==> src/rtl/upower_loader_pkg.sv <==
// Shared definitions for the instruction-memory image loader: FSM state
// encoding and the byte-level layout of a program image.
package upower_loader_pkg;

    // Loader FSM states, 3-bit encoded.
    typedef enum logic [2:0] {
        IDLE    = 3'd0,
        CNT_HI  = 3'd1,
        CNT_LO  = 3'd2,
        PAYLOAD = 3'd3,
        CHECK   = 3'd4,
        DONE    = 3'd5,
        ERROR   = 3'd6
    } loader_state_e;

    // Image layout: 2-byte word count, 4 bytes per word, 1 checksum byte.
    localparam int HDR_BYTES      = 2;
    localparam int BYTES_PER_WORD = 4;
    localparam int CKSUM_BYTES    = 1;

endpackage

==> src/rtl/imem_loader_byte_packer.sv <==
// Big-endian byte-to-word packer. Shifts accepted bytes in MSB first and
// flags the cycle in which the 4th byte of a word arrives; the assembled
// word is presented combinationally in that same cycle.
module byte_packer
    import upower_loader_pkg::*;
(
    input  logic        clock,
    input  logic        reset,
    input  logic        clear,
    input  logic        byte_valid,
    input  logic [7:0]  byte_data,
    output logic        word_valid,
    output logic [31:0] word
);

    localparam logic [1:0] LAST_BYTE = 2'(BYTES_PER_WORD - 1);

    logic [23:0] shift_q;
    logic [1:0]  count_q;

    assign word_valid = byte_valid && (count_q == LAST_BYTE);
    assign word       = {shift_q, byte_data};

    // Shift register and byte position; the counter wraps 3 -> 0 per word.
    always_ff @(posedge clock) begin
        // NOTE: sequential state uses non-blocking (<=) so every register
        // samples pre-edge values and simulation matches the flops.
        if (reset || clear) begin
            shift_q <= '0;
            count_q <= '0;
        end else if (byte_valid) begin
            shift_q <= {shift_q[15:0], byte_data};
            count_q <= count_q + 2'd1;
        end
    end

endmodule

==> src/rtl/imem_loader.sv <==
// Byte-serial program image loader. Parses count / payload / checksum,
// writes 32-bit words to instruction memory from address 0 and holds the
// core until a complete, checksum-verified image is in place.
module imem_loader
    import upower_loader_pkg::*;
#(
    parameter int ADDR_W = 8,
    parameter int DEPTH  = 256
) (
    input  logic              clock,
    input  logic              reset,
    input  logic              start,
    input  logic              in_valid,
    input  logic [7:0]        in_data,
    output logic              in_ready,
    output logic              mem_we,
    output logic [ADDR_W-1:0] mem_addr,
    output logic [31:0]       mem_wdata,
    output logic              core_hold,
    output logic              done,
    output logic              error
);

    localparam logic [16:0] DEPTH_EXT = 17'(DEPTH);

    loader_state_e     state_q, state_d;
    logic [15:0]       count_q;
    logic [ADDR_W-1:0] word_idx_q;
    logic [7:0]        cksum_q;
    logic              mem_we_q;
    logic [ADDR_W-1:0] mem_addr_q;
    logic [31:0]       mem_wdata_q;

    logic              xfer;
    logic              start_ok;
    logic              pack_valid;
    logic              word_valid;
    logic [31:0]       word;
    logic [15:0]       count_n;
    logic              last_word;

    // Readiness is a pure function of state so the source sees no
    // combinational path from its own valid.
    assign in_ready   = (state_q == CNT_HI) || (state_q == CNT_LO) ||
                        (state_q == PAYLOAD) || (state_q == CHECK);
    assign xfer       = in_valid && in_ready;
    assign start_ok   = start && ((state_q == IDLE) || (state_q == DONE) ||
                                  (state_q == ERROR));
    assign pack_valid = xfer && (state_q == PAYLOAD);
    assign count_n    = {count_q[15:8], in_data};
    assign last_word  = (16'(word_idx_q) == (count_q - 16'd1));

    byte_packer u_packer (
        .clock      (clock),
        .reset      (reset),
        .clear      (start_ok),
        .byte_valid (pack_valid),
        .byte_data  (in_data),
        .word_valid (word_valid),
        .word       (word)
    );

    // State register.
    always_ff @(posedge clock) begin
        if (reset) state_q <= IDLE;
        else       state_q <= state_d;
    end

    // Next-state and state-decoded status outputs.
    always_comb begin
        // NOTE: every output gets a default before the case so no path
        // leaves a variable unassigned, which would infer a latch.
        state_d   = state_q;
        core_hold = 1'b0;
        done      = 1'b0;
        error     = 1'b0;
        case (state_q)
            IDLE: begin
                if (start_ok) state_d = CNT_HI;
            end
            CNT_HI: begin
                core_hold = 1'b1;
                if (xfer) state_d = CNT_LO;
            end
            CNT_LO: begin
                core_hold = 1'b1;
                if (xfer) begin
                    if (count_n == 16'd0)                   state_d = CHECK;
                    else if ({1'b0, count_n} > DEPTH_EXT)   state_d = ERROR;
                    else                                    state_d = PAYLOAD;
                end
            end
            PAYLOAD: begin
                core_hold = 1'b1;
                if (word_valid && last_word) state_d = CHECK;
            end
            CHECK: begin
                core_hold = 1'b1;
                if (xfer) state_d = (in_data == cksum_q) ? DONE : ERROR;
            end
            DONE: begin
                done = 1'b1;
                if (start_ok) state_d = CNT_HI;
            end
            ERROR: begin
                error     = 1'b1;
                core_hold = 1'b1;
                if (start_ok) state_d = CNT_HI;
            end
            default: state_d = IDLE;
        endcase
    end

    // Count capture, checksum, word index and the registered write port.
    always_ff @(posedge clock) begin
        if (reset) begin
            count_q     <= '0;
            word_idx_q  <= '0;
            cksum_q     <= '0;
            mem_we_q    <= 1'b0;
            mem_addr_q  <= '0;
            mem_wdata_q <= '0;
        end else begin
            mem_we_q <= word_valid;
            if (start_ok) begin
                count_q    <= '0;
                word_idx_q <= '0;
                cksum_q    <= '0;
            end
            if (xfer && (state_q == CNT_HI)) count_q[15:8] <= in_data;
            if (xfer && (state_q == CNT_LO)) count_q[7:0]  <= in_data;
            if (pack_valid) cksum_q <= cksum_q ^ in_data;
            if (word_valid) begin
                mem_addr_q  <= word_idx_q;
                mem_wdata_q <= word;
                word_idx_q  <= word_idx_q + 1'b1;
            end
        end
    end

    assign mem_we    = mem_we_q;
    assign mem_addr  = mem_addr_q;
    assign mem_wdata = mem_wdata_q;

endmodule

==> config.mk <==
export PLATFORM = sky130hd
export DESIGN_NAME = imem_loader
export DESIGN_NICKNAME = d
export VERILOG_FILES = /design/src/rtl/upower_loader_pkg.sv /design/src/rtl/imem_loader_byte_packer.sv /design/src/rtl/imem_loader.sv
export SDC_FILE = /design/constraint.sdc
export NUM_CORES = 1
export LEC_CHECK = 0
export ABC_AREA = 0
export CORE_MARGIN = 2
export CORE_UTILIZATION = 45
export CTS_CLUSTER_DIAMETER = 200
export DETAILED_ROUTE_END_ITERATION = 10
export GPL_TIMING_DRIVEN = 1
export PLACE_DENSITY = 0.66
export SLEW_MARGIN = 20
export SYNTH_ARGS = -nofsm -noshare
export SYNTH_HDL_FRONTEND = slang
export SYNTH_SLANG_ARGS = --single-unit
export TNS_END_PERCENT = 30
==> constraint.sdc <==
create_clock -name clock -period 1.9 [get_ports clock]
set_input_delay 0.19 -clock clock [delete_from_list [all_inputs] [get_ports clock]]
set_output_delay 0.19 -clock clock [all_outputs]
set_load 0.01 [all_outputs]
==> summary.txt <==
Status
  – Outcome: finished, violations left
  – Failing checks: negative setup slack

CTS
  – CTS tree: done
  – Hold_buf cts: 0
  – Clock-pin slew on the worst setup and hold paths: around 100 ps
  – Clk root buf: clkbuf_8
  – Maximum clock insertion buffer count: 2
  – Max H-tree Level: 3
  – Num CTS Buffers: 9
  – Clk Latency, worst-skew pair: between 300 and 400 ps
  – Clock Sinks: ~100

Routing
  – WL final: between 10000 and 15000 um
  – First-pass iteration count of the detailed router: 5
  – DRT iter0 DRCs: around 280
  – Vias per inst: 5.32
  – ANT nets after route: 0
  – DR WL/cell: 14.5 um
  – Residual DRC: 0
  – Via count: around 4.4k

Setup path
  – CP startpoint kind: register
  – CP Data Arrival Time: around 2400 ps
  – Worst-path maximum fanout: 4
  – Worst r2r dst: state_q[1]$_SDFFE_PP0P_
  – Worst EP required: 2140 ps
  – Worst setup EP type: register
  – R2r setup slk: -290 ps
  – R2R cell count: 8
  – Setup crit start: count_q[0]$_SDFFE_PP0P_
  – R2r startpoint: count_q[0]$_SDFFE_PP0P_
  – CP Capture Point: state_q[1]$_SDFFE_PP0P_
  – Crit Path Class: register to register

Pwr
  – Power per cell area: between 900 and 1000 nW/um2
  – P_int: about 3.5 mW
  – Sequential share of power: 42.6%
  – Combinational power share: about a third
  – Pleak: ~2.1 nW
  – Maximum VDD drop: about 0.33 mV
  – Psw: between 1.5 and 2 mW
  – Clock power frac: about a quarter
  – Power Total: ~5.4 mW
  – Sw Ratio: 34.0%

GRT
  – Initial antenna violation count: 0
  – First-pass GRT wire length: 19900 um
  – Total track usage: between 20 and 25%
  – Largest net degree at the start of global routing: between 50 and 60
  – Vias in the first global route: between 4k and 5k
  – GRT overflow: 0

Flow run
  – Maximum capacitance violations: 0

Die
  – Die area: approximately 11000 um2
  – Chip width: 104 um
  – Initial Util: 46.4%
  – Top-level port count: 57
  – Row count: 36
  – Die H: 104 um
  – Core area: between 9000 and 10000 um2

Finish
  – Share of layout cells above drive strength 1: between 15 and 20%
  – ANT cells: 0
  – Synth-to-Final Area Change: 31.3%
  – Nets: 710

Place
  – HPWL after DPL: 8480 um
  – Routability Congestion: a little over 0.9
  – Port Buffers: 56
  – Dpl ws: -296 ps

Worst hold path
  – Worst Hold Class: input port to register

STA
  – Unrepaired setup endpoints after global routing: yes
  – Clock Skew: between 10 and 15 ps
  – Final worst slack: -289 ps
  – Hold slack: ~170 ps
  – Worst slew pin tran: roughly 510 ps
  – Max-slew violation count: 0
  – Slew margin rel.: between 60 and 70%
  – Crit path time final: between 2000 and 2500 ps
  – Final setup fails: 3
  – Hold Vio Cnt, Final: 0
  – Final Cycle Share: 115%
  – Highest Clock Rate: ~460 MHz

Yosys
  – Post-synthesis sequential area ratio: between 40% and 50%
  – Synthesis-stage register bit count: 102
  – Syn avg cell area: about 7.5 um2
  – Mapped Nets: about 620
  – Count of cell types in the netlist: 47
  – Yosys warnings: 0
  – Post-synthesis mux area share: 0.663%
  – Post-synthesis cell count: 608
  – Adder-cell area share of the yosys netlist: 0.829%
  – Compound-Gate Fraction of Synth Area: ~18%
  – Post-synthesis simple-gate area fraction: 28.0%
  – Cell area after synthesis: 4530 um2
  – Main combinational cell family by area after synthesis: simple AND/OR/NAND/NOR gates
  – Main synth FF type: dfxtp_1
  – Asr flop ratio synth: 0%
  – Post-synthesis xor/xnor area fraction: under 10%
  – EDFF count, synth: 0
[metrics by stage]
step / cells / TNS [ps] / area, um2 / utilization [%]
finish: 833 / -841 / 5950 / 60.8
global placement: 814 / -1130 / 5640 / 57.7
floorplan: 608 / -307 / 4560 / -
global route: 833 / -1130 / 5950 / 60.8
CTS: 833 / -828 / 5920 / 60.6
detailed placement: 814 / -1680 / 5640 / 57.7
[worst max-delay path, stage by stage, from the launching register on]
cell	delay, ps
dfxtp_4	360
buf_4	140
or4_1	590
nor4b_2	260
o21ai_0	110
o31a_1	130
nor4_2	270
buf_4	170
nor4_1	40
[synthesized netlist by cell type, drive strengths merged (2+ instances only)]
library cell / number / area [um2]
or2: 6 / 37.5
or3: 3 / 28.8
ha: 3 / 37.5
nor2b: 6 / 37.5
a311oi: 2 / 17.5
o21ai: 21 / 105
nor4b: 2 / 23.8
nand3: 25 / 125
inv: 12 / 45.0
nor4: 6 / 43.8
nor2: 38 / 143
a211oi: 2 / 15.0
o31a: 3 / 26.3
nand2b: 2 / 12.5
a21oi: 99 / 495
or4: 4 / 30.0
xnor2: 10 / 87.6
clkbuf: 42 / 158
and3: 7 / 43.8
nand4: 2 / 12.5
o21a: 3 / 22.5
nor3: 5 / 25.0
o22ai: 4 / 25.0
mux2i: 3 / 30.0
buf: 5 / 21.3
nand3b: 4 / 30.0
nor3b: 2 / 15.0
nand2: 162 / 608
and2: 4 / 25.0
o31ai: 4 / 30.0
dfxtp: 102 / 2040
xor2: 4 / 35.0
[sequential cells by signal, summed over array words and instances (netlist names)]
name,cells
cksum_q,8
count_q,16
mem_addr,8
mem_wdata,32
mem_we,1
state_q,3
u_packer.count_q,2
u_packer.shift_q,24
word_idx_q,8
[cells by family (layout without fill, tap and decap cells)]
| family | Yosys count | count (layout) |
|---|---|---|
| compound gates | 146 | 146 |
| xor+xnor | 14 | 14 |
| fa+ha+maj | 3 | 3 |
| buf+inv | 59 | 151 |
| flops | 102 | 102 |
| mux | 3 | 3 |
| simple gates | 281 | 281 |
[cell type report]
type                    count  area, um2
clock inverters             7       67.6
repair buffers            123       1130
inverters                  12       47.5
flip-flops and latches    102       2050
multi-input cells         447       2360
fillers                   941       3830
well taps                 133        166
clock buffers               9        124
[power groups by stage]
stage,registers (mW),logic (mW),clock network (mW)
after floorplan,2.32,0.967,0
after global placement,2.32,1.53,0
after detailed placement,2.32,1.55,0
after CTS,2.28,1.71,1.36
after global routing,2.29,1.89,1.46
final,2.29,1.76,1.33
[what timing repair did]
item,CTS,global route
pin swaps,6,3
setup endpoints to repair,7,5
setup buffers,3,0
gates resized for setup,16,7
[placed cells by master (no fill, tap or decap), types with 6 or more instances in the layout]
cell type	Yosys	layout
nand2_1	162	162
a21oi_1	99	99
dfxtp_1	102	97
buf_4	0	59
clkdlybuf4s50_1	0	52
nor2_1	38	35
nand3_1	25	25
o21ai_0	21	20
inv_1	12	10
xnor2_1	10	10
clkbuf_8	0	9
and3_1	7	7
nor2b_1	6	6
[metal layers]
layer / up-vias / wire length (um) / GRT usage, %
li1: 2232 / - / -
met2: 98 / 5930 / 37.3
met3: 15 / 528 / 4.07
met5: - / 0 / 0
met4: 0 / 195 / 6.47
met1: 2088 / 5410 / 29.8
[worst min path at each step]
stage / start / end / depth (start not counted)
6_report: reset / state_q[2]$_SDFFE_PP0P_ / 3
5_1_grt: reset / state_q[2]$_SDFFE_PP0P_ / 3
4_1_cts: reset / state_q[2]$_SDFFE_PP0P_ / 3
3_5_place_dp: mem_wdata[28]$_SDFFE_PP0P_ / mem_wdata[28]$_SDFFE_PP0P_ / 2
3_3_place_gp: u_packer.count_q[1]$_SDFFE_PP0P_ / u_packer.count_q[1]$_SDFFE_PP0P_ / 2
2_1_floorplan: in_data[6] / u_packer.shift_q[6]$_SDFFE_PP0P_ / 2
No activity file was read; power rests on OpenSTA's default activity.
